`config.mk`:
```
export PLATFORM = sky130hd
export DESIGN_NAME = rf_write_arbiter_flat
export DESIGN_NICKNAME = d
export VERILOG_FILES = /design/src/rtl/rf_write_arbiter_if.sv /design/src/rtl/rf_write_arbiter.sv /design/src/flat_wrapper.sv
export SDC_FILE = /design/constraint.sdc
export NUM_CORES = 1
export LEC_CHECK = 0
export BUFFER_PORTS_ARGS = -buffer_cell sky130_fd_sc_hd__clkbuf_2
export CAP_MARGIN = 10
export CORE_AREA = 2 2 99 101
export DETAILED_ROUTE_END_ITERATION = 8
export DIE_AREA = 0 0 101 103
export GPL_ROUTABILITY_DRIVEN = 0
export HOLD_SLACK_MARGIN = 0.02
export PLACE_DENSITY = 0.85
export SYNTH_ARGS = -nofsm -noshare
export SYNTH_HDL_FRONTEND = slang
export SYNTH_SLANG_ARGS = --single-unit
```
`constraint.sdc`:
```
create_clock -name clk -period 2 [get_ports clk]
set_input_delay 0.2 -clock clk [delete_from_list [all_inputs] [get_ports clk]]
set_output_delay 0.2 -clock clk [all_outputs]
set_load 0.02 [all_outputs]
```
`src/rtl/rf_write_arbiter_if.sv`:
```
`default_nettype none
// ============================================================================
//  Module      : rf_write_arbiter_if
//  Description : Bundle of the three write requesters (ALU, load return, IN
//                port) and the register-file write port of rf_write_arbiter.
//  Revision    : 1.0 - initial release
// ============================================================================
interface rf_write_arbiter_if #(
    parameter int DATA_W = 32
);
    logic              alu_we;
    logic [4:0]        alu_rd;
    logic [DATA_W-1:0] alu_data;
    logic              alu_stall;

    logic              mem_valid;
    logic [4:0]        mem_rd;
    logic [DATA_W-1:0] mem_data;
    logic              mem_ready;

    logic              io_valid;
    logic [4:0]        io_rd;
    logic [DATA_W-1:0] io_data;
    logic              io_ready;

    logic              rf_we;
    logic [4:0]        rf_waddr;
    logic [DATA_W-1:0] rf_wdata;

    // Requester / register-file side
    modport master (
        output alu_we, alu_rd, alu_data, mem_valid, mem_rd, mem_data,
               io_valid, io_rd, io_data,
        input  alu_stall, mem_ready, io_ready, rf_we, rf_waddr, rf_wdata
    );

    // Arbiter side
    modport slave (
        input  alu_we, alu_rd, alu_data, mem_valid, mem_rd, mem_data,
               io_valid, io_rd, io_data,
        output alu_stall, mem_ready, io_ready, rf_we, rf_waddr, rf_wdata
    );
endinterface
`default_nettype wire

```
`src/rtl/rf_write_arbiter.sv`:
```
`default_nettype none
// ============================================================================
//  Module      : rf_write_arbiter
//  Description : Arbitrates a single register-file write port between the
//                unbuffered ALU and one-entry buffers for load returns and
//                IN-port data. Buffered requests that wait too long override
//                the ALU, which then stalls.
//  Revision    : 1.0 - initial release
// ============================================================================
module rf_write_arbiter #(
    parameter int DATA_W       = 32,
    parameter int STARVE_LIMIT = 4
) (
    input  wire logic        clk,
    input  wire logic        reset,
    rf_write_arbiter_if.slave bus
);

    localparam logic [2:0] c_STARVE = 3'(STARVE_LIMIT);

    logic              r_mem_full;
    logic [4:0]        r_mem_rd;
    logic [DATA_W-1:0] r_mem_data;
    logic [2:0]        r_mem_wait;

    logic              r_io_full;
    logic [4:0]        r_io_rd;
    logic [DATA_W-1:0] r_io_data;
    logic [2:0]        r_io_wait;

    logic              r_rf_we;
    logic [4:0]        r_rf_waddr;
    logic [DATA_W-1:0] r_rf_wdata;

    logic              w_mem_starve;
    logic              w_io_starve;
    logic              w_gnt_mem;
    logic              w_gnt_io;
    logic              w_gnt_alu;
    logic              w_any_gnt;
    logic [4:0]        w_gnt_rd;
    logic [DATA_W-1:0] w_gnt_data;
    logic              w_mem_accept;
    logic              w_io_accept;

    // Fixed-priority grant; nothing is granted while reset is held
    always_comb begin
        w_mem_starve = r_mem_full && (r_mem_wait >= c_STARVE);
        w_io_starve  = r_io_full  && (r_io_wait  >= c_STARVE);
        w_gnt_mem    = 1'b0;
        w_gnt_io     = 1'b0;
        w_gnt_alu    = 1'b0;
        w_gnt_rd     = 5'd0;
        w_gnt_data   = '0;
        if (!reset) begin
            if (w_mem_starve)      w_gnt_mem = 1'b1;
            else if (w_io_starve)  w_gnt_io  = 1'b1;
            else if (bus.alu_we)   w_gnt_alu = 1'b1;
            else if (r_mem_full)   w_gnt_mem = 1'b1;
            else if (r_io_full)    w_gnt_io  = 1'b1;
        end
        if (w_gnt_mem) begin
            w_gnt_rd   = r_mem_rd;
            w_gnt_data = r_mem_data;
        end else if (w_gnt_io) begin
            w_gnt_rd   = r_io_rd;
            w_gnt_data = r_io_data;
        end else if (w_gnt_alu) begin
            w_gnt_rd   = bus.alu_rd;
            w_gnt_data = bus.alu_data;
        end
        w_any_gnt    = w_gnt_mem | w_gnt_io | w_gnt_alu;
        w_mem_accept = bus.mem_valid && !r_mem_full && !reset;
        w_io_accept  = bus.io_valid  && !r_io_full  && !reset;
    end

    // Ready only when empty; a freed buffer reopens the following cycle
    assign bus.mem_ready = !r_mem_full && !reset;
    assign bus.io_ready  = !r_io_full  && !reset;
    assign bus.alu_stall = bus.alu_we && !reset && (w_mem_starve || w_io_starve);
    assign bus.rf_we     = r_rf_we;
    assign bus.rf_waddr  = r_rf_waddr;
    assign bus.rf_wdata  = r_rf_wdata;

    // Load-return buffer: capture, age while passed over, release on grant
    always_ff @(posedge clk) begin
        if (reset) begin
            r_mem_full <= 1'b0;
            r_mem_wait <= 3'd0;
            r_mem_rd   <= 5'd0;
            r_mem_data <= '0;
        end else if (w_gnt_mem) begin
            r_mem_full <= 1'b0;
        end else if (r_mem_full) begin
            if (r_mem_wait < c_STARVE) r_mem_wait <= r_mem_wait + 3'd1;
        end else if (w_mem_accept) begin
            r_mem_full <= 1'b1;
            r_mem_wait <= 3'd0;
            r_mem_rd   <= bus.mem_rd;
            r_mem_data <= bus.mem_data;
        end
    end

    // IN-port buffer: same behaviour as the load-return buffer
    always_ff @(posedge clk) begin
        if (reset) begin
            r_io_full <= 1'b0;
            r_io_wait <= 3'd0;
            r_io_rd   <= 5'd0;
            r_io_data <= '0;
        end else if (w_gnt_io) begin
            r_io_full <= 1'b0;
        end else if (r_io_full) begin
            if (r_io_wait < c_STARVE) r_io_wait <= r_io_wait + 3'd1;
        end else if (w_io_accept) begin
            r_io_full <= 1'b1;
            r_io_wait <= 3'd0;
            r_io_rd   <= bus.io_rd;
            r_io_data <= bus.io_data;
        end
    end

    // Register the granted write; r0 writes are consumed but not enabled
    always_ff @(posedge clk) begin
        if (reset) begin
            r_rf_we    <= 1'b0;
            r_rf_waddr <= 5'd0;
            r_rf_wdata <= '0;
        end else if (w_any_gnt) begin
            r_rf_we    <= (w_gnt_rd != 5'd0);
            r_rf_waddr <= w_gnt_rd;
            r_rf_wdata <= w_gnt_data;
        end else begin
            r_rf_we    <= 1'b0;
        end
    end

endmodule
`default_nettype wire

```
`src/flat_wrapper.sv`:
```
// flat-port wrapper written by rule: the top's interface ports become plain ports
module rf_write_arbiter_flat 
#(
    parameter int DATA_W       = 32,
    parameter int STARVE_LIMIT = 4
)
  (clk, reset, bus_alu_we, bus_alu_rd, bus_alu_data, bus_mem_valid, bus_mem_rd, bus_mem_data, bus_io_valid, bus_io_rd, bus_io_data, bus_alu_stall, bus_mem_ready, bus_io_ready, bus_rf_we, bus_rf_waddr, bus_rf_wdata);
  rf_write_arbiter_if #(.DATA_W(DATA_W)) bus_i ();
  input  wire logic clk;
  input  wire logic reset;
  input wire logic [$bits(bus_i.alu_we)-1:0] bus_alu_we;
  input wire logic [$bits(bus_i.alu_rd)-1:0] bus_alu_rd;
  input wire logic [$bits(bus_i.alu_data)-1:0] bus_alu_data;
  input wire logic [$bits(bus_i.mem_valid)-1:0] bus_mem_valid;
  input wire logic [$bits(bus_i.mem_rd)-1:0] bus_mem_rd;
  input wire logic [$bits(bus_i.mem_data)-1:0] bus_mem_data;
  input wire logic [$bits(bus_i.io_valid)-1:0] bus_io_valid;
  input wire logic [$bits(bus_i.io_rd)-1:0] bus_io_rd;
  input wire logic [$bits(bus_i.io_data)-1:0] bus_io_data;
  output wire logic [$bits(bus_i.alu_stall)-1:0] bus_alu_stall;
  output wire logic [$bits(bus_i.mem_ready)-1:0] bus_mem_ready;
  output wire logic [$bits(bus_i.io_ready)-1:0] bus_io_ready;
  output wire logic [$bits(bus_i.rf_we)-1:0] bus_rf_we;
  output wire logic [$bits(bus_i.rf_waddr)-1:0] bus_rf_waddr;
  output wire logic [$bits(bus_i.rf_wdata)-1:0] bus_rf_wdata;
  assign bus_i.alu_we = bus_alu_we;
  assign bus_i.alu_rd = bus_alu_rd;
  assign bus_i.alu_data = bus_alu_data;
  assign bus_i.mem_valid = bus_mem_valid;
  assign bus_i.mem_rd = bus_mem_rd;
  assign bus_i.mem_data = bus_mem_data;
  assign bus_i.io_valid = bus_io_valid;
  assign bus_i.io_rd = bus_io_rd;
  assign bus_i.io_data = bus_io_data;
  assign bus_alu_stall = bus_i.alu_stall;
  assign bus_mem_ready = bus_i.mem_ready;
  assign bus_io_ready = bus_i.io_ready;
  assign bus_rf_we = bus_i.rf_we;
  assign bus_rf_waddr = bus_i.rf_waddr;
  assign bus_rf_wdata = bus_i.rf_wdata;
  rf_write_arbiter #(.DATA_W(DATA_W), .STARVE_LIMIT(STARVE_LIMIT)) u_core (.clk(clk), .reset(reset), .bus(bus_i));
endmodule
```
==> impl_metrics.yaml, run 1 <==
routing:
  via_per_inst: 5.973
  num_vias: 5483
  detail_route.first_pass.iterations: 8
  routed_wirelength_mm: 17.99
  ant_nets: 0
  wl_per_cell_microns: 19.59
  post-route-drc-count: 0
  initial_drc_count: 663
power:
  power-per-cell-area_mw_per_mm2: 940.6
  power.ir.vdd_worst_v: 0.0005875
  switching_power_mw: 1.755
  logic_gate_share_of_total_power_pct: 13.8
  cellLeakagePower_nw: 3.010
  switching_part_of_the_total_pct: 26.27
  clock_power_share_pct: 47.0
  power.internal_mw: 4.924
  power_frac_seq_pct: 39.2
timing:
  fin_worst_skew_ns: 0.006574
  achievable-frequency_mhz: 497.8
  setup_slack_ns: -0.008811
  final-setup-viol-count: 1
  slew_viol_final: 0
  final.min_clock_period_ns: 2.009
  slew_headroom_pct: 58.90
  worst-slew-pin-transition_ns: 0.6159
  hold_vio_cnt_final: 0
  finalCritPeriodShare_pct: 100.4
yosys:
  synth_area_leader_cell: "dfxtp_1"
  netlist.area_leader.share_pct: 52.37
  synth-simple-area-share_pct: 18.06
  synth.cells.most_frequent: "nand2_1, dfxtp_1, a21oi_1"
  synth-compound-area-share_pct: 24.17
  synth-warning-count: 0
  syn_inst: 544
  postSynth.topFlopCell: "dfxtp_1"
  post-synth-top-count-cell: "nand2_1"
  yosys.area_share.xor_xnor_pct: 0
  postSynthAreaPerCell_sq_um: 8.432
  seq_area_frac_synth_pct: 52.37
  yosysUniqueCellTypes: 34
  post_synth_instance_area_sq_mm: 0.004587
  synth.area.mux_share_pct: 0
  top_cells_by_area_synth: "dfxtp_1, nand2_1, a21oi_1"
  synth_top_family_by_area: "compound AO/OA/AOI/OAI gates"
  synth_enable_flop_cells: 0
  synth-adder-area-share_pct: 0.5456
  count_of_state_elements_after_synthesis: 120
  synth.net_count: 662
  asr_flop_ratio_synth_pct: 0
floorplanning:
  starting_density_of_the_core_pct: 48.49
  io_pins: 157
  chipWidth_microns: 101
  core_region_area_sq_mm: 0.009459
  design.die.area_sq_mm: 0.01040
  rows: 36
  die_h_microns: 103
final_layout:
  post_route_cells_drive_above_1_share_pct: 27.36
  layout.cell_area.non_filler_sq_mm: 0.007101
  areaGrowthSynthToFinish_pct: 54.80
  final.fill_count: 564
  finish.net_count: 909
  insertedDiodeCount: 0
  fin_cells: 918
place:
  dp_hpwl_mm: 9.961
  port_buffers: 156
  place_inst: 789
  post_dp_cell_area_sq_mm: 0.005502
worst_setup_path:
  path_common_cell: "buf_4"
  crit_chain: "buf_4 -> nand2b_1 -> nand2b_2 -> buf_4 -> nand2_1 -> a21oi_1"
  path_class: "register to register"
  worst-endpoint-arrival_ns: 2.41
  cpPeakStageDelay_ns: 0.38
  worst_ep_required_time_ns: 2.40
  crit_path_top_delay_cell: "dfxtp_1"
  worstSetupStartpointType: "register"
  critPathCaptureType: "register"
  worst-path-max-fanout: 32
clock_tree:
  tritoncts.num_buffers: 17
  cts_tree: "built"
  cts_buffer_depth: 2
  clkLatencyLatePin_ns: 0.52
  tritoncts_sinks: 120
  clock_pin_slew_worst_setup_and_hold_paths_ns: 0.06
  root_cell_of_the_clock_tree: "clkbuf_8"
  htree_levels: 4
grt:
  grt_pass1_vias: 5420
  grt_antenna_before_repair: 0
  grt.total_usage_pct: 32.64
  pin_count_of_the_biggest_net_entering_global_routing: 47
  grt_overflow: 0
  grt_first_pass_wirelength_mm: 26.08
outcome:
  violated_checks: "setup timing"
  outcome: "finished with violations"
job:
  drv_cap: 0
min_path:
  hold_wc_path_type: "primary input to register"
==> layout by cell type (no fill, tap or decap), types with 2 or more instances in the layout <==
master,count
clkbuf_2,155
a32oi_1,4
nor2_2,2
buf_4,19
clkinvlp_4,3
clkbuf_8,3
clkbuf_16,17
ha_1,2
dlygate4sd3_1,95
a221o_1,10
a21oi_1,88
a22oi_1,13
nand3_1,3
a222oi_1,5
bufinv_16,3
nor2b_1,2
nand2b_1,3
buf_12,3
dfxtp_1,120
o31ai_1,2
nand4_1,2
o221ai_1,11
inv_6,2
nor2_1,10
nor3_1,12
a22o_1,10
clkinv_4,4
o21ai_0,5
o22ai_1,22
nor2_4,2
nand2_1,159
==> layout make-up <==
type                    count  area [sq um]  share of cell area (%)
clock inverters            13         170.2                   2.396
inverters                   1         3.754                 0.05286
well taps                 114         142.6                   2.009
flip-flops and latches    120          2402                   33.83
repair buffers            273          1954                   27.52
clock buffers              19         441.7                   6.220
multi-input cells         378          1986                   27.96
==> power by group through the flow <==
| stage | Sequential, mW | Combinational [mW] | Clock, mW |
|---|---|---|---|
| 2_1_floorplan | 2.71 | 0.341 | 0 |
| 5_1_grt | 2.63 | 0.981 | 3.23 |
| 4_1_cts | 2.61 | 0.874 | 3.10 |
| 6_report | 2.62 | 0.922 | 3.14 |
| 3_5_place_dp | 2.66 | 0.715 | 0 |
| 3_3_place_gp | 2.65 | 0.696 | 0 |
==> critical path, delay by kind of cell (launching register included) <==
family                 cells  cell delay, ns
DFF                        1            0.38
buffers and inverters      2            0.56
and+or+nand+nor            3            0.62
AOI/OAI and AO/OA          1            0.33
==> timing repair <==
item | CTS | global route
hold endpoints to repair | 92 | 0
buffers inserted | 0 | 1
endpoints found under the setup margin | 0 | 19
gates resized for setup | 0 | 2
hold buffers | 95 | 0
==> registers in the layout (all words and copies together), names as in the netlist <==
signal	count
u_core.bus.rf_wdata	32
u_core.r_io_data	32
u_core.r_mem_data	32
u_core.bus.rf_waddr	5
u_core.r_io_rd	5
u_core.r_mem_rd	5
u_core.r_io_wait	3
u_core.r_mem_wait	3
u_core.bus.rf_we	1
u_core.r_io_full	1
u_core.r_mem_full	1
==> metrics by stage <==
stage / power (mW) / TNS, ns / worst slack [ns] / hold slack, ns / util [%]
5_1_grt: 6.838 / -0.04452 / -0.04249 / 0.02782 / 75.07
6_report: 6.679 / -0.008811 / -0.008811 / 0.02004 / 75.07
4_1_cts: 6.583 / 0 / 0.02626 / 0.02011 / 74.68
3_5_place_dp: 3.372 / 0 / 0.1004 / 0.4294 / 58.16
3_3_place_gp: 3.345 / 0 / 0.2328 / 0.4232 / 58.16
2_1_floorplan: 3.054 / 0 / 0.4213 / 0.3360 / -
==> path summary, 6_finish.rpt <==
kind,from,to,slack (ns),depth (start not counted)
worst max register to register,u_core.r_io_full,u_core.r_io_data[21],-0.009,6
worst min-delay path,bus_alu_data[4],u_core.bus.rf_wdata[4],0.02,3
worst max-delay path,u_core.r_io_full,u_core.r_io_data[21],-0.009,6
worst min register to register,u_core.r_io_data[15],u_core.r_io_data[15],0.45,2
==> kinds of logic (layout without fill, tap and decap cells) <==
logic type | Yosys count | count (layout)
AOI/OAI and AO/OA | 173 | 173
adders and majority gates | 2 | 2
buffers and inverters | 46 | 306
DFF | 120 | 120
and+or+nand+nor | 203 | 203
==> routing by layer <==
layer  up-vias  track usage [%]  part of all wire (%)
li1       2424                -                     -
met1      2492            35.64                    36
met2       445            55.79                    49
met3       122            9.085                   9.7
met4         0            21.52                   5.8
met5         -                0                     0
(Power assumes the default switching activity.)
==> run 2: changes to the inputs <==
--- a/config.mk
+++ b/config.mk
@@ -7,9 +7,11 @@
 export LEC_CHECK = 0
 export BUFFER_PORTS_ARGS = -buffer_cell sky130_fd_sc_hd__clkbuf_2
 export CAP_MARGIN = 10
-export CORE_AREA = 2 2 99 101
+export CELL_PAD_IN_SITES_DETAIL_PLACEMENT = 1
+export CELL_PAD_IN_SITES_GLOBAL_PLACEMENT = 1
+export CORE_AREA = 2 2 116 118
 export DETAILED_ROUTE_END_ITERATION = 8
-export DIE_AREA = 0 0 101 103
+export DIE_AREA = 0 0 118 120
 export GPL_ROUTABILITY_DRIVEN = 0
 export HOLD_SLACK_MARGIN = 0.02
 export PLACE_DENSITY = 0.85
==> constraint.sdc (replaced) <==
create_clock -name clk -period 2 [get_ports clk]
set_input_delay 0.4 -clock clk [delete_from_list [all_inputs] [get_ports clk]]
set_output_delay 0.4 -clock clk [all_outputs]
set_load 0.02 [all_outputs]
==> impl_metrics.yaml, run 2 (same netlist as run 1, synthesis figures left out) <==
floorplanning:
  starting_density_of_the_core_pct: 35.34
  die_h_microns: 120
  core_region_area_sq_mm: 0.01298
  rows: 42
  io_pins: 157
  chipWidth_microns: 118
  design.die.area_sq_mm: 0.01416
power:
  power.ir.vdd_worst_v: 0.0005529
  cellLeakagePower_nw: 2.603
  power-per-cell-area_mw_per_mm2: 1011
place:
  place_ws_ns: -0.03998
  port_buffers: 156
  post_dp_cell_area_sq_mm: 0.005612
  place_inst: 855
  dp_hpwl_mm: 11.72
clock_tree:
  clock_pin_slew_worst_setup_and_hold_paths_ns: 0.05
  cts_tree: "built"
  htree_levels: 4
  clkLatencyLatePin_ns: 0.41
  tritoncts_sinks: 120
  cts_hold_buffers: 0
  root_cell_of_the_clock_tree: "clkbuf_16"
  tritoncts.num_buffers: 17
  cts_buffer_depth: 2
final_layout:
  finish.net_count: 816
  fin_cells: 887
  layout.cell_area.non_filler_sq_mm: 0.006175
  areaGrowthSynthToFinish_pct: 34.62
  most_common_library_cell_in_the_layout_ignoring_fill_and_taps: "nand2_1"
  insertedDiodeCount: 0
  mostFrequentLayoutCells: "nand2_1, clkbuf_2, dfxtp_1, a21oi_1"
  post_route_cells_drive_above_1_share_pct: 30.94
timing:
  rsz0062_at_grt: "no"
  slew_viol_final: 0
  achievable-frequency_mhz: 531.8
  worst_hold_slack_ns: 0.2154
  setup_slack_ns: 0.1197
  fin_worst_skew_ns: 0.005231
  final-setup-viol-count: 0
  slew_headroom_pct: 57.57
  finalCritPeriodShare_pct: 94.01
  worst-slew-pin-transition_ns: 0.6357
  fin_setup_tns_ns: 0
  final.min_clock_period_ns: 1.880
  hold_vio_cnt_final: 0
grt:
  grt_first_pass_wirelength_mm: 25.98
  grt_overflow: 0
  pin_count_of_the_biggest_net_entering_global_routing: 38
  grt.total_usage_pct: 23.73
  grt_pass1_vias: 5136
  grt_antenna_before_repair: 1
job:
  drv_cap: 0
worst_setup_path:
  path_class: "register to register"
  worst-path-max-fanout: 10
  critPathCaptureType: "register"
  worst_ep_required_time_ns: 2.32
  worst-endpoint-arrival_ns: 2.20
  worstSetupStartpointType: "register"
routing:
  ant_nets: 0
  via_per_inst: 5.313
  initial_drc_count: 311
  post-route-drc-count: 0
  routed_wirelength_mm: 16.38
  wl_per_cell_microns: 18.47
  detail_route.first_pass.iterations: 4
  num_vias: 4713
outcome:
  outcome: "completed"
min_path:
  hold_wc_path_type: "primary input to register"
-- run 2: worst max-delay path, cell delays in order, from the launching register on --
cell	delay [ns]
dfxtp_1	0.36
a22oi_1	0.32
and3_1	0.52
buf_4	0.28
a222oi_1	0.10
o31ai_1	0.22
-- run 2: metrics by stage --
step	power, mW	util, %
global placement	3.366	43.23
finish	6.245	47.57
floorplan	3.054	-
detailed placement	3.408	43.23
global route	6.488	47.57
CTS	6.277	47.55
-- run 2: power breakdown --
group	internal (mW)	total (mW)	leakage, nW	switching [mW]
sequential	2.53	2.62	0.982	0.0869
combinational	0.297	0.748	1.34	0.451
clock	1.82	2.88	0.282	1.06
-- run 2: what timing repair did --
action | 4_1_cts | 5_1_grt
endpoints found under the setup margin | 0 | 4
buffers inserted | 0 | 0
resized for setup | 0 | 1
-- run 2: final cells by class --
cell class	instances	area, sq um
fill	1613	6805
sequential	120	2402
multi-input combinational	378	1987
timing repair buffer	180	1001
clock buffer	23	488.0
tap	176	220.2
clock inverter	9	72.57
inverter	1	3.754
-- run 2: final timing paths --
kind / startpoint / endpoint / slack [ns] / depth (start not counted)
worst max-delay path: u_core.r_io_full / u_core.bus.rf_wdata[14] / 0.12 / 5
worst min-delay path: bus_io_data[3] / u_core.r_io_data[3] / 0.22 / 3
worst max register to register: u_core.r_io_full / u_core.bus.rf_wdata[14] / 0.12 / 5
worst min register to register: u_core.r_io_data[16] / u_core.r_io_data[16] / 0.46 / 2
-- run 2: layer usage --
layer / track usage [%] / share of wire (%) / vias up
met5: 0 / 0.098 / -
met4: 11.75 / 2.6 / 2
met3: 6.084 / 6.6 / 33
met2: 41.97 / 50 / 169
met1: 26.49 / 41 / 2267
li1: - / - / 2242
